File: src/rtl/generation_step_controller.sv
// rtl/generation_step_controller.sv - generation-advance strobe controller; STEP_CTRL_OVERRUN_COUNT_EN adds overrun_count
module generation_step_controller #(
    parameter int TICK_DIV        = 1000000,
    parameter int DEBOUNCE_CYCLES = 16
) (
    input  logic       clk,
    input  logic       reset,
    input  logic       run_switch,
    input  logic       step_button,
    input  logic [1:0] speed_sel,
    input  logic       gen_ready,
    output logic       gen_tick,
    output logic       running
`ifdef STEP_CTRL_OVERRUN_COUNT_EN
    ,
    output logic [7:0] overrun_count
`endif
);

    localparam int PW = (TICK_DIV > 1) ? $clog2(TICK_DIV) : 1;
    localparam int DW = (DEBOUNCE_CYCLES > 1) ? $clog2(DEBOUNCE_CYCLES) : 1;
    localparam logic [PW-1:0] PRESC_MAX = PW'(TICK_DIV - 1);
    localparam logic [DW-1:0] DB_MAX    = DW'(DEBOUNCE_CYCLES - 1);

    typedef enum logic {
        ST_PAUSE = 1'b0,
        ST_RUN   = 1'b1
    } state_t;

    logic          run_meta_q, run_meta_d;
    logic          run_s_q, run_s_d;
    logic          step_meta_q, step_meta_d;
    logic          step_s_q, step_s_d;
    logic [DW-1:0] db_cnt_q, db_cnt_d;
    logic          db_level_q, db_level_d;
    state_t        state_q, state_d;
    logic          running_q, running_d;
    logic [PW-1:0] presc_q, presc_d;
    logic [2:0]    intv_q, intv_d;
    logic          pending_q, pending_d;
    logic          gen_tick_q, gen_tick_d;

    logic          step_req;
    logic          rate_req;
    logic          base_tick;
    logic          enter_run;
    logic          req;
    logic [2:0]    intv_lim;

    // Two-flop synchronizers and the step-button debouncer
    always_comb begin
        run_meta_d  = run_switch;
        run_s_d     = run_meta_q;
        step_meta_d = step_button;
        step_s_d    = step_meta_q;
        db_cnt_d    = '0;
        db_level_d  = db_level_q;
        step_req    = 1'b0;
        if (step_s_q != db_level_q) begin
            if (db_cnt_q == DB_MAX) begin
                db_level_d = step_s_q;
                step_req   = step_s_q;
            end else begin
                db_cnt_d = db_cnt_q + 1'b1;
            end
        end
    end

    // Register the synchronizer and debounce state
    always_ff @(posedge clk) begin
        if (reset) begin
            run_meta_q  <= 1'b0;
            run_s_q     <= 1'b0;
            step_meta_q <= 1'b0;
            step_s_q    <= 1'b0;
            db_cnt_q    <= '0;
            db_level_q  <= 1'b0;
        end else begin
            run_meta_q  <= run_meta_d;
            run_s_q     <= run_s_d;
            step_meta_q <= step_meta_d;
            step_s_q    <= step_s_d;
            db_cnt_q    <= db_cnt_d;
            db_level_q  <= db_level_d;
        end
    end

    // Run/pause state register; running is registered alongside so it tracks the state exactly
    always_ff @(posedge clk) begin
        if (reset) begin
            state_q   <= ST_PAUSE;
            running_q <= 1'b0;
        end else begin
            state_q   <= state_d;
            running_q <= running_d;
        end
    end

    // Next state follows the synchronized run switch
    always_comb begin
        state_d = state_q;
        case (state_q)
            ST_PAUSE: if (run_s_q)  state_d = ST_RUN;
            ST_RUN:   if (!run_s_q) state_d = ST_PAUSE;
            default:  state_d = ST_PAUSE;
        endcase
    end

    // FSM outputs: running reflects the state being entered
    always_comb begin
        running_d = (state_d == ST_RUN);
        enter_run = (state_q == ST_PAUSE) && (state_d == ST_RUN);
    end

    // Prescaler and interval counter; a lowered limit takes effect at the very next base tick
    always_comb begin
        intv_lim  = 3'((4'd8 >> speed_sel) - 4'd1);
        base_tick = (state_q == ST_RUN) && (presc_q == PRESC_MAX);
        presc_d   = presc_q;
        intv_d    = intv_q;
        rate_req  = 1'b0;
        if (enter_run) begin
            presc_d = '0;
            intv_d  = '0;
        end else if (state_q == ST_RUN) begin
            presc_d = base_tick ? '0 : presc_q + 1'b1;
            if (base_tick) begin
                if (intv_q >= intv_lim) begin
                    intv_d   = '0;
                    rate_req = 1'b1;
                end else begin
                    intv_d = intv_q + 3'd1;
                end
            end
        end
    end

    // Register the rate counters
    always_ff @(posedge clk) begin
        if (reset) begin
            presc_q <= '0;
            intv_q  <= '0;
        end else begin
            presc_q <= presc_d;
            intv_q  <= intv_d;
        end
    end

    // Request select and ready handshake; extra requests while one is held are coalesced
    always_comb begin
        req        = (state_q == ST_RUN) ? rate_req : step_req;
        gen_tick_d = 1'b0;
        pending_d  = pending_q | req;
        if (gen_ready && (pending_q || req)) begin
            gen_tick_d = 1'b1;
            pending_d  = 1'b0;
        end
    end

    // Register the strobe and the held request
    always_ff @(posedge clk) begin
        if (reset) begin
            pending_q  <= 1'b0;
            gen_tick_q <= 1'b0;
        end else begin
            pending_q  <= pending_d;
            gen_tick_q <= gen_tick_d;
        end
    end

`ifdef STEP_CTRL_OVERRUN_COUNT_EN
    logic [7:0] overrun_q, overrun_d;

    // Count requests that land on an undelivered one; a request while the held one drains is not counted
    always_comb begin
        overrun_d = overrun_q;
        if (req && pending_q && !gen_ready && (overrun_q != 8'hFF)) begin
            overrun_d = overrun_q + 8'd1;
        end
    end

    // Register the saturating overrun counter
    always_ff @(posedge clk) begin
        if (reset) begin
            overrun_q <= 8'd0;
        end else begin
            overrun_q <= overrun_d;
        end
    end

    assign overrun_count = overrun_q;
`endif

    assign gen_tick = gen_tick_q;
    assign running  = running_q;

endmodule
File: config.mk
export PLATFORM = sky130hd
export DESIGN_NAME = generation_step_controller
export DESIGN_NICKNAME = d
export VERILOG_FILES = /design/src/rtl/generation_step_controller.sv
export SDC_FILE = /design/constraint.sdc
export NUM_CORES = 1
export LEC_CHECK = 0
export ABC_AREA = 1
export CORE_MARGIN = 2
export CORE_UTILIZATION = 50
export CTS_CLUSTER_SIZE = 12
export DETAILED_ROUTE_END_ITERATION = 10
export PLACE_DENSITY = 0.78
export REMOVE_ABC_BUFFERS = 1
export SYNTH_ARGS = -nofsm -noshare
export SYNTH_HDL_FRONTEND = slang
export SYNTH_SLANG_ARGS = --single-unit
File: constraint.sdc
create_clock -name clk -period 1.6 [get_ports clk]
set_input_delay 0.24 -clock clk [delete_from_list [all_inputs] [get_ports clk]]
set_output_delay 0.24 -clock clk [all_outputs]
set_load 0.02 [all_outputs]
======== After elaboration in Yosys (flattened, before gate mapping) ========
Index checks and enable logic that the tools add are counted.
storage, ports and cells
  bits in registers ....................... 35
  memories ................................ 0
  word-level logic and storage cells ...... 42
  bits in writable memories ............... 0
  memory bits (read-only) ................. 0
  bits in latches ......................... 0
  output and inout port bits .............. 2
  input bits .............................. 7
operators by class
  multipliers ............................. 0
  shift operators ......................... 1
  order comparisons ....................... 1
  bitwise gates (word level) .............. 3
  add/sub/neg operators ................... 4
  equal/unequal tests ..................... 3
  multiplexer cells ....................... 10
  reductions and logical operators ........ 9
  div/mod/pow operators ................... 0
operator list
  kind                     number
  $add A20 B1 Y20 const B  1
  $eq A20 B20 Y1 const B   1
  $mux W20                 1
  $mux W1                  8
  $add A4 B1 Y4 const B    1
  $eq A4 B4 Y1 const B     1
  $reduce_and A2 Y1        2
  $reduce_or A2 Y1         2
  $shr A4 B2 Y3 const A    1
  $add A3 B1 Y3 const B    1
  $ge A3 B3 Y1             1
  $logic_and A1 B1 Y1      3
  $mux W3                  1
  $reduce_or A3 Y1         1
  $sub A3 B1 Y3 const B    1
  $not A1 Y1               2
  $logic_or A1 B1 Y1       1
  $ne A1 B1 Y1             1
  $or A1 B1 Y1             1

======== Logic depth before layout (Yosys ltp) ========
Gate-level depths: netlist of the first run.
  word-level depth ........................ 10
  depth in mapped cells ................... 9
  depth with buffers taken out ............ 9

======== Worst setup path after synthesis of the first run ========
Ideal clock, no wire load.
  path type ............................... input port to flip-flop
  start ................................... input port speed_sel[0]
  end ..................................... register intv_q[2]
  required time ........................... 1.536 ns
  setup time .............................. 0.064 ns
  buffers on the path ..................... 0
  stages .................................. 8
  arrival time ............................ 1.406 ns
  slack ................................... 0.131 ns
  path through ............................ or2_2 > ha_1 > and3_1 > nor2_1 > inv_1 > nand2_1 > nand2_1 > nor2_1
on the way
  cells in the longest elaborated chain, start to end .. 4
ends and longest elaborated chain
  element                 line  text
  start: declaration      10    input logic [1:0] speed_sel,
  $shr A4 B2 Y3           117   intv_lim = 3'((4'd8 >> speed_sel) - 4'd1);
  $sub A3 B1 Y3           117
  $ge A3 B3 Y1            128   if (intv_q >= intv_lim) begin
  $mux W3                 128
  end signal: assignment  145   intv_q <= intv_d;
  end: declaration        39    logic [2:0] intv_q, intv_d;
No other way between the ends.
A chain may end at the register's enable or synchronous reset.

======== Final worst setup path of the first run ========
  start ................................... register presc_q[3]
  end ..................................... register presc_q[15]
on the way
  cells in the longest elaborated chain, start to end .. 3
  elaborated cells on any way between the ends .. 4
  classes of those cells .................. 1 x add/sub; 1 x eq/ne; 1 x mux; 1 x reduce/logical
ends and longest elaborated chain
  element                                                                  line  text
  start: declaration                                                       38    logic [PW-1:0] presc_q, presc_d;
  start signal: assignment                                                 144   presc_q <= presc_d;
  parallel branches: the longest is 2 deep, another holds $add A20 B1 Y20  n/a
  $mux W20 (*)                                                             126   presc_d = base_tick ? '0 : presc_q + 1'b1;
Every way passes the cells marked *.

==> results of run 1 <==
logic make-up (layout without fill, tap and decap cells):
group                      after synthesis  after routing  share of synthesized area, %
DFF                                     35             35                          37.5
adders and majority gates                6              6                          4.02
buffers and inverters                   37             55                          8.44
AOI/OAI and AO/OA                       15             15                          4.83
xor gates and xnor gates                 8              8                          3.75
and+or+nand+nor                        161            161                          41.4
cells in the mapped netlist:
cell type / number
sky130_fd_sc_hd__inv_2: 1
sky130_fd_sc_hd__nand2_1: 45
sky130_fd_sc_hd__inv_1: 32
sky130_fd_sc_hd__nor2_4: 3
sky130_fd_sc_hd__nor3b_1: 2
sky130_fd_sc_hd__o21ai_0: 3
sky130_fd_sc_hd__o211ai_1: 1
sky130_fd_sc_hd__dfxtp_1: 35
sky130_fd_sc_hd__or2_2: 2
sky130_fd_sc_hd__nor2_1: 47
sky130_fd_sc_hd__a21oi_4: 1
sky130_fd_sc_hd__buf_2: 1
sky130_fd_sc_hd__nand4_1: 6
sky130_fd_sc_hd__ha_1: 6
sky130_fd_sc_hd__nand3b_1: 2
sky130_fd_sc_hd__nor3_2: 1
sky130_fd_sc_hd__xor2_1: 6
sky130_fd_sc_hd__inv_4: 1
sky130_fd_sc_hd__xnor2_1: 2
sky130_fd_sc_hd__a31oi_1: 1
sky130_fd_sc_hd__nand3_2: 2
sky130_fd_sc_hd__nor2_2: 11
sky130_fd_sc_hd__and3_1: 1
sky130_fd_sc_hd__buf_6: 2
sky130_fd_sc_hd__nor3_1: 9
sky130_fd_sc_hd__nand3_1: 19
sky130_fd_sc_hd__a21oi_1: 9
sky130_fd_sc_hd__nand2_2: 11
worst paths after layout:
check / start / to
worst min register to register: step_meta_q / step_s_q
worst min-delay path: step_meta_q / step_s_q
worst max register to register: presc_q[3] / presc_q[15]
worst max-delay path: presc_q[3] / presc_q[15]
stage by stage:
stage                     util, %  setup TNS [ns]  hold slack, ns  area [sq um]
after global routing         60.2               0           0.443          2190
after CTS                    59.1               0           0.428          2150
after floorplan                 -               0           0.309          1840
after detailed placement     55.5           -1.92           0.403          2020
after global placement       55.5           -1.67           0.389          2020
final                        60.2               0           0.422          2190
worst max-delay path: stages (launching register included):
cell and delay [ns]:
sky130_fd_sc_hd__dfxtp_1 0.41, sky130_fd_sc_hd__nand2_1 0.11, sky130_fd_sc_hd__nor2_1 0.22, sky130_fd_sc_hd__inv_1 0.11
sky130_fd_sc_hd__nor2_4 0.20, sky130_fd_sc_hd__nand3b_1 0.13, sky130_fd_sc_hd__nand2_1 0.10, sky130_fd_sc_hd__nand2_2 0.06
sky130_fd_sc_hd__nor2_2 0.08
cells in the final DEF (no fill, tap or decap), types with 2 or more instances in the layout:
cell type / instances
sky130_fd_sc_hd__nand2_1: 45
sky130_fd_sc_hd__buf_4: 5
sky130_fd_sc_hd__a21oi_1: 9
sky130_fd_sc_hd__clkdlybuf4s50_1: 5
sky130_fd_sc_hd__nand3_1: 18
sky130_fd_sc_hd__nand4_1: 6
sky130_fd_sc_hd__xnor2_1: 2
sky130_fd_sc_hd__nor2_1: 46
sky130_fd_sc_hd__o21ai_0: 3
sky130_fd_sc_hd__xor2_1: 6
sky130_fd_sc_hd__ha_4: 2
sky130_fd_sc_hd__nand2_2: 11
sky130_fd_sc_hd__inv_1: 32
sky130_fd_sc_hd__nor2_2: 11
sky130_fd_sc_hd__ha_1: 4
sky130_fd_sc_hd__dfxtp_2: 4
sky130_fd_sc_hd__dfxtp_1: 31
sky130_fd_sc_hd__clkbuf_8: 5
sky130_fd_sc_hd__dlymetal6s2s_1: 3
sky130_fd_sc_hd__nand3_2: 3
sky130_fd_sc_hd__nor2_4: 4
sky130_fd_sc_hd__nor3_1: 9
sky130_fd_sc_hd__nand3b_1: 2
routing by layer:
layer,vias to the layer above,GRT usage [%]
li1,863,-
met4,0,7.55
met2,38,34.0
met3,7,4.11
met1,741,24.5
met5,-,0
sequential cells by signal, summed over array words and instances, names as in the netlist:
name and flops:
step_s_q 1, running 1, presc_q 20, db_level_q 1, gen_tick 1, run_s_q 1, step_meta_q 1, db_cnt_q 4
run_meta_q 1, intv_q 3, pending_q 1
cell type report:
cell class                      count  share of cell area [%]
Sequential cell                    35                    32.3
Clock inverter                      3                    2.00
Timing Repair Buffer               13                    5.72
Multi-Input combinational cell    190                    48.2
Clock buffer                        5                    3.15
Inverter                           34                    5.95
Tap cell                           48                    2.75
power by group:
part / internal [W] / switching (W)
Clock: 0.000464 / 0.000329
Sequential: 0.000878 / 0.00000607
Combinational: 0.0000394 / 0.0000487
repair_timing:
| action | CTS | global route |
|---|---|---|
| pin swaps | 1 | 5 |
| hold buffers | 0 | 0 |
| endpoints found under the setup margin | 5 | 12 |
| hold endpoints to repair | 0 | 0 |
| cloned | 0 | 0 |
| resized for setup | 4 | 11 |
==> impl_metrics.py, run 1 <==
metrics = {
    "place": {
        "post-place-ws_ns": -0.417,
        "dpl.cell_count": 320,
        "numPortBuffers": 8,
        "finalWeightedCongestion": 0.883,
        "detailed_place_hpwl_um": 2770,
    },
    "hold_path": {
        "min_delay_path_depth": 2,
        "path_class_of_the_lowest_slack_min_delay_path": "register to register",
    },
    "routing": {
        "drt.antenna.violating_nets": 0,
        "drt_pass1_iterations": 4,
        "finalWirelength_um": 3770,
        "routedLengthMet1_um": 1750,
        "drc": 0,
        "initialDrtViolationCount": 89,
        "post_drt_wl_per_cell_um": 11.5,
        "vias": 1649,
        "topRoutingLayerUsed": "met4",
        "avgViaCountPerCell": 5.03,
        "met2_length_um": 1800,
        "met3RoutedLength_um": 166,
    },
    "critical_path": {
        "setup.reg_to_reg.worst_slack_ns": 0.11,
        "worstPathMaxFanout": 6,
        "critPathLaunchType": "register",
        "crit_type": "register to register",
        "crit_required_ns": 1.83,
        "worstSetupEndpointType": "register",
        "worstRegToRegCells": 8,
        "timing.critical_path.arrival_ns": 1.72,
    },
    "floorplan": {
        "floorplan.die.height_um": 65.1,
        "initial_utilization_pct": 51.4,
        "top_level_ports": 9,
        "rows": 22,
        "die_area_sq_um": 4240,
        "die_w_um": 65.1,
        "core_area_sq_um": 3630,
    },
    "timing": {
        "maxClockFrequency_mhz": 673,
        "final.setup.worst_slack_ns": 0.115,
        "final_hold_viol_count": 0,
        "report.final.setup_viol": 0,
        "crit_share_post_route_pct": 92.8,
        "timing_worst_slew_pin_value_ns": 0.409,
        "max_slew_margin_pct": 72.7,
        "skew_ns": 0.00362,
        "final.min_clock_period_ns": 1.49,
        "unrepaired_setup_endpoints_after_global_routing": "no",
        "final-max-slew-violation-count": 0,
    },
    "synth": {
        "yosys_register_bits": 35,
        "yosysWarnings": 0,
        "synthTopCellsByArea": "sky130_fd_sc_hd__dfxtp_1 (38%), sky130_fd_sc_hd__nor2_1 (9.5%), sky130_fd_sc_hd__nand2_1 (9.0%)",
        "synth.lib_cells_used.distinct": 28,
        "post_synth_instance_area_sq_um": 1870,
        "postSynthAreaPerCell_sq_um": 7.13,
        "post-synth-top-area-cell": "sky130_fd_sc_hd__dfxtp_1",
        "synth_top_area_share_pct": 37.5,
        "synth.yosys.seq_area_share_pct": 37.5,
        "syn-instance-count": 262,
    },
    "final_layout": {
        "final_instance_count_excl_fillers": 328,
        "layout.filler_cells": 342,
        "final_layout_size_suffix_gt1_share_pct": 19.6,
        "multi_input_comb_area_sq_um": 1050,
        "seq_area_sq_um": 706,
        "antenna_cells": 0,
        "finish.net_count": 292,
        "area_growth_pct": 17.2,
    },
    "global_routing": {
        "grt_antenna_before_repair": 0,
        "globalRouteTotalUtil_pct": 19.8,
        "grt_first_pass_wirelength_um": 6560,
        "grt_pass1_vias": 1555,
        "maximum_number_of_pins_on_one_net_before_global_route_repair": 13,
        "globalRoute.totalOverflow": 0,
    },
    "clock_network": {
        "cts-htree-levels": 2,
        "clock_tree.root_cell": "sky130_fd_sc_hd__clkbuf_8",
        "cts-root-to-sink-buffers": 2,
        "cts_buffers": 5,
        "clk_pin_slew_worst_paths_ns": 0.07,
        "tritoncts_num_sinks": 35,
        "worst_skew_pair.late_latency_ns": 0.29,
        "cts_setup_buffers": 0,
        "cts_tree": "yes",
    },
    "power": {
        "ir_worst_vdd_v": 0.000660,
        "power.static_leakage_nw": 0.832,
        "power.total_w": 0.00176,
        "pwr_density_cell_nw_per_um2": 807,
    },
    "job": {
        "maxCapViolations": 0,
    },
    "status": {
        "run_status": "complete, no violations",
    },
}
(Power assumes the default switching activity.)
==> run 2: changes to the inputs <==
- PLACE_DENSITY: 0.78 -> 0.81
- clock period: 1.6 -> 1.3 ns (I/O delays scaled with it)
==> impl_metrics.py, run 2 (synthesis gave the netlist of run 1 again) <==
metrics = {
    "hold_path": {
        "min_delay_path_depth": 2,
        "path_class_of_the_lowest_slack_min_delay_path": "register to register",
        "worst_hold_startpoint": "run_meta_q",
    },
    "timing": {
        "report.final.setup_viol": 15,
        "skew_ns": 0.00579,
        "final-max-slew-violation-count": 0,
        "timing_worst_slew_pin_value_ns": 0.352,
        "unrepaired_setup_endpoints_after_global_routing": "yes",
        "final_hold_viol_count": 0,
        "maxClockFrequency_mhz": 688,
        "final.setup.worst_slack_ns": -0.154,
        "final.min_clock_period_ns": 1.45,
        "max_slew_margin_pct": 76.5,
        "crit_share_post_route_pct": 112,
    },
    "clock_network": {
        "cts_tree": "yes",
        "cts_buffers": 5,
        "clk_pin_slew_worst_paths_ns": 0.07,
        "clock_tree.root_cell": "sky130_fd_sc_hd__clkbuf_8",
        "tritoncts_num_sinks": 35,
        "cts-htree-levels": 2,
        "worst_skew_pair.late_latency_ns": 0.29,
        "cts-root-to-sink-buffers": 2,
    },
    "floorplan": {
        "die_area_sq_um": 4240,
        "core_area_sq_um": 3630,
        "floorplan.die.height_um": 65.1,
        "rows": 22,
        "die_w_um": 65.1,
        "top_level_ports": 9,
        "initial_utilization_pct": 51.4,
    },
    "critical_path": {
        "worstRegToRegCells": 9,
        "critPathLaunchType": "register",
        "timing.critical_path.arrival_ns": 1.64,
        "worstSetupEndpointType": "register",
        "worstReg2RegEnd": "presc_q[17]",
        "startpoint": "presc_q[0]",
        "crit_required_ns": 1.48,
        "crit_type": "register to register",
        "crit_path_end": "presc_q[17]",
        "worstPathMaxFanout": 4,
        "crit-reg2reg-launch": "presc_q[0]",
        "setup.reg_to_reg.worst_slack_ns": -0.15,
    },
    "power": {
        "ir_worst_vdd_v": 0.000657,
        "power.static_leakage_nw": 1.03,
        "power.total_w": 0.00202,
        "pwr_density_cell_nw_per_um2": 765,
    },
    "final_layout": {
        "finish.net_count": 325,
        "layout.filler_cells": 261,
        "final_layout_size_suffix_gt1_share_pct": 39.0,
        "largest_register_ffs": 20,
        "antenna_cells": 0,
        "area_growth_pct": 41.4,
        "design_area_sq_um": 2640,
        "top_regs": "presc_q: 20 flops, db_cnt_q: 4 flops, intv_q: 3 flops",
        "mostFrequentLayoutCells": "sky130_fd_sc_hd__nand2_1 (39), sky130_fd_sc_hd__nor2_1 (39), sky130_fd_sc_hd__buf_4 (32), sky130_fd_sc_hd__inv_1 (30), sky130_fd_sc_hd__dfxtp_1 (25)",
        "registers.top_by_ff_count": "presc_q",
    },
    "place": {
        "dpl_cell_area_sq_um": 2220,
        "finalWeightedCongestion": 0.893,
        "post-place-ws_ns": -0.671,
        "numPortBuffers": 8,
        "detailed_place_hpwl_um": 2980,
    },
    "global_routing": {
        "grt_pass1_vias": 1739,
        "globalRouteTotalUtil_pct": 23.7,
        "grt_first_pass_wirelength_um": 7640,
        "grt_antenna_before_repair": 0,
        "maximum_number_of_pins_on_one_net_before_global_route_repair": 12,
        "globalRoute.totalOverflow": 0,
    },
    "routing": {
        "post_drt_wl_per_cell_um": 13.6,
        "drt_pass1_iterations": 4,
        "avgViaCountPerCell": 5.09,
        "drt.antenna.violating_nets": 0,
        "drc": 0,
        "initialDrtViolationCount": 108,
        "finalWirelength_um": 4900,
        "vias": 1837,
    },
    "job": {
        "maxCapViolations": 0,
    },
    "status": {
        "run_status": "finished with violations",
        "violations": "setup timing",
    },
}
## run 2: cell types whose count changed in the layout (fill, tap and decap cells not counted), sizes merged, moves of 2 or more
| cell | change |
|---|---|
| dlymetal6s2s | -3 |
| buf | +32 |
| clkbuf | +2 |
| dlygate4sd2 | +4 |
## run 2: power by group
part           switching [W]  total, W  internal, W  leakage, nW
clock               0.000393  0.000766     0.000374       0.0412
combinational      0.0000872  0.000171    0.0000836        0.705
sequential        0.00000661   0.00108      0.00108        0.289
total               0.000486   0.00202      0.00153         1.03
## run 2: area by class of cell
class,instances,area (sq um),area share (%)
clock inverters,2,12.5,0.474
inverters,34,133,5.02
repair buffers,46,405,15.4
well taps,48,60.1,2.27
flip-flops and latches,35,721,27.3
multi-input cells,190,1240,46.8
clock buffers,6,72.6,2.75
## run 2: repair_timing
action,in CTS,in global routing
pin swaps,13,20
hold buffers,0,0
cloned,0,1
setup endpoints to repair,24,25
buffers inserted,3,2
gates resized for setup,33,44
## run 2: per-stage QoR
stage,instances,hold slack [ns],setup TNS (ns),utilization (%)
floorplan,259,0.264,-3.57,-
global placement,347,0.389,-4.80,61.1
detailed placement,347,0.400,-5.59,61.1
CTS,358,0.409,-0.942,67.1
global route,361,0.419,-2.71,72.7
finish,361,0.413,-1.68,72.7
## run 2: worst min path at each step
stage | endpoint | slack (ns)
floorplan | db_level_q | 0.26
global placement | run_s_q | 0.39
detailed placement | step_s_q | 0.40
CTS | step_s_q | 0.41
global route | step_meta_q | 0.42
finish | run_s_q | 0.41
## run 2: worst max-delay path, stage by stage, from the launching register on
cell                        delay, ns
sky130_fd_sc_hd__dfxtp_4         0.37
sky130_fd_sc_hd__ha_4            0.17
sky130_fd_sc_hd__nand3_4         0.10
sky130_fd_sc_hd__nor2_4          0.11
sky130_fd_sc_hd__nand3_2         0.10
sky130_fd_sc_hd__nor2_4          0.16
sky130_fd_sc_hd__nor2_4          0.08
sky130_fd_sc_hd__clkbuf_16       0.17
sky130_fd_sc_hd__nand2_4         0.06
sky130_fd_sc_hd__nor2_2          0.03
## run 2: per-layer routing
metal  wire, um  vias to the layer above  GRT usage (%)
li1           -                      935              -
met1       1970                      830           27.6
met2       2540                       57           40.9
met3        263                       15           5.82
met4        132                        0           11.2
met5          0                        -              0
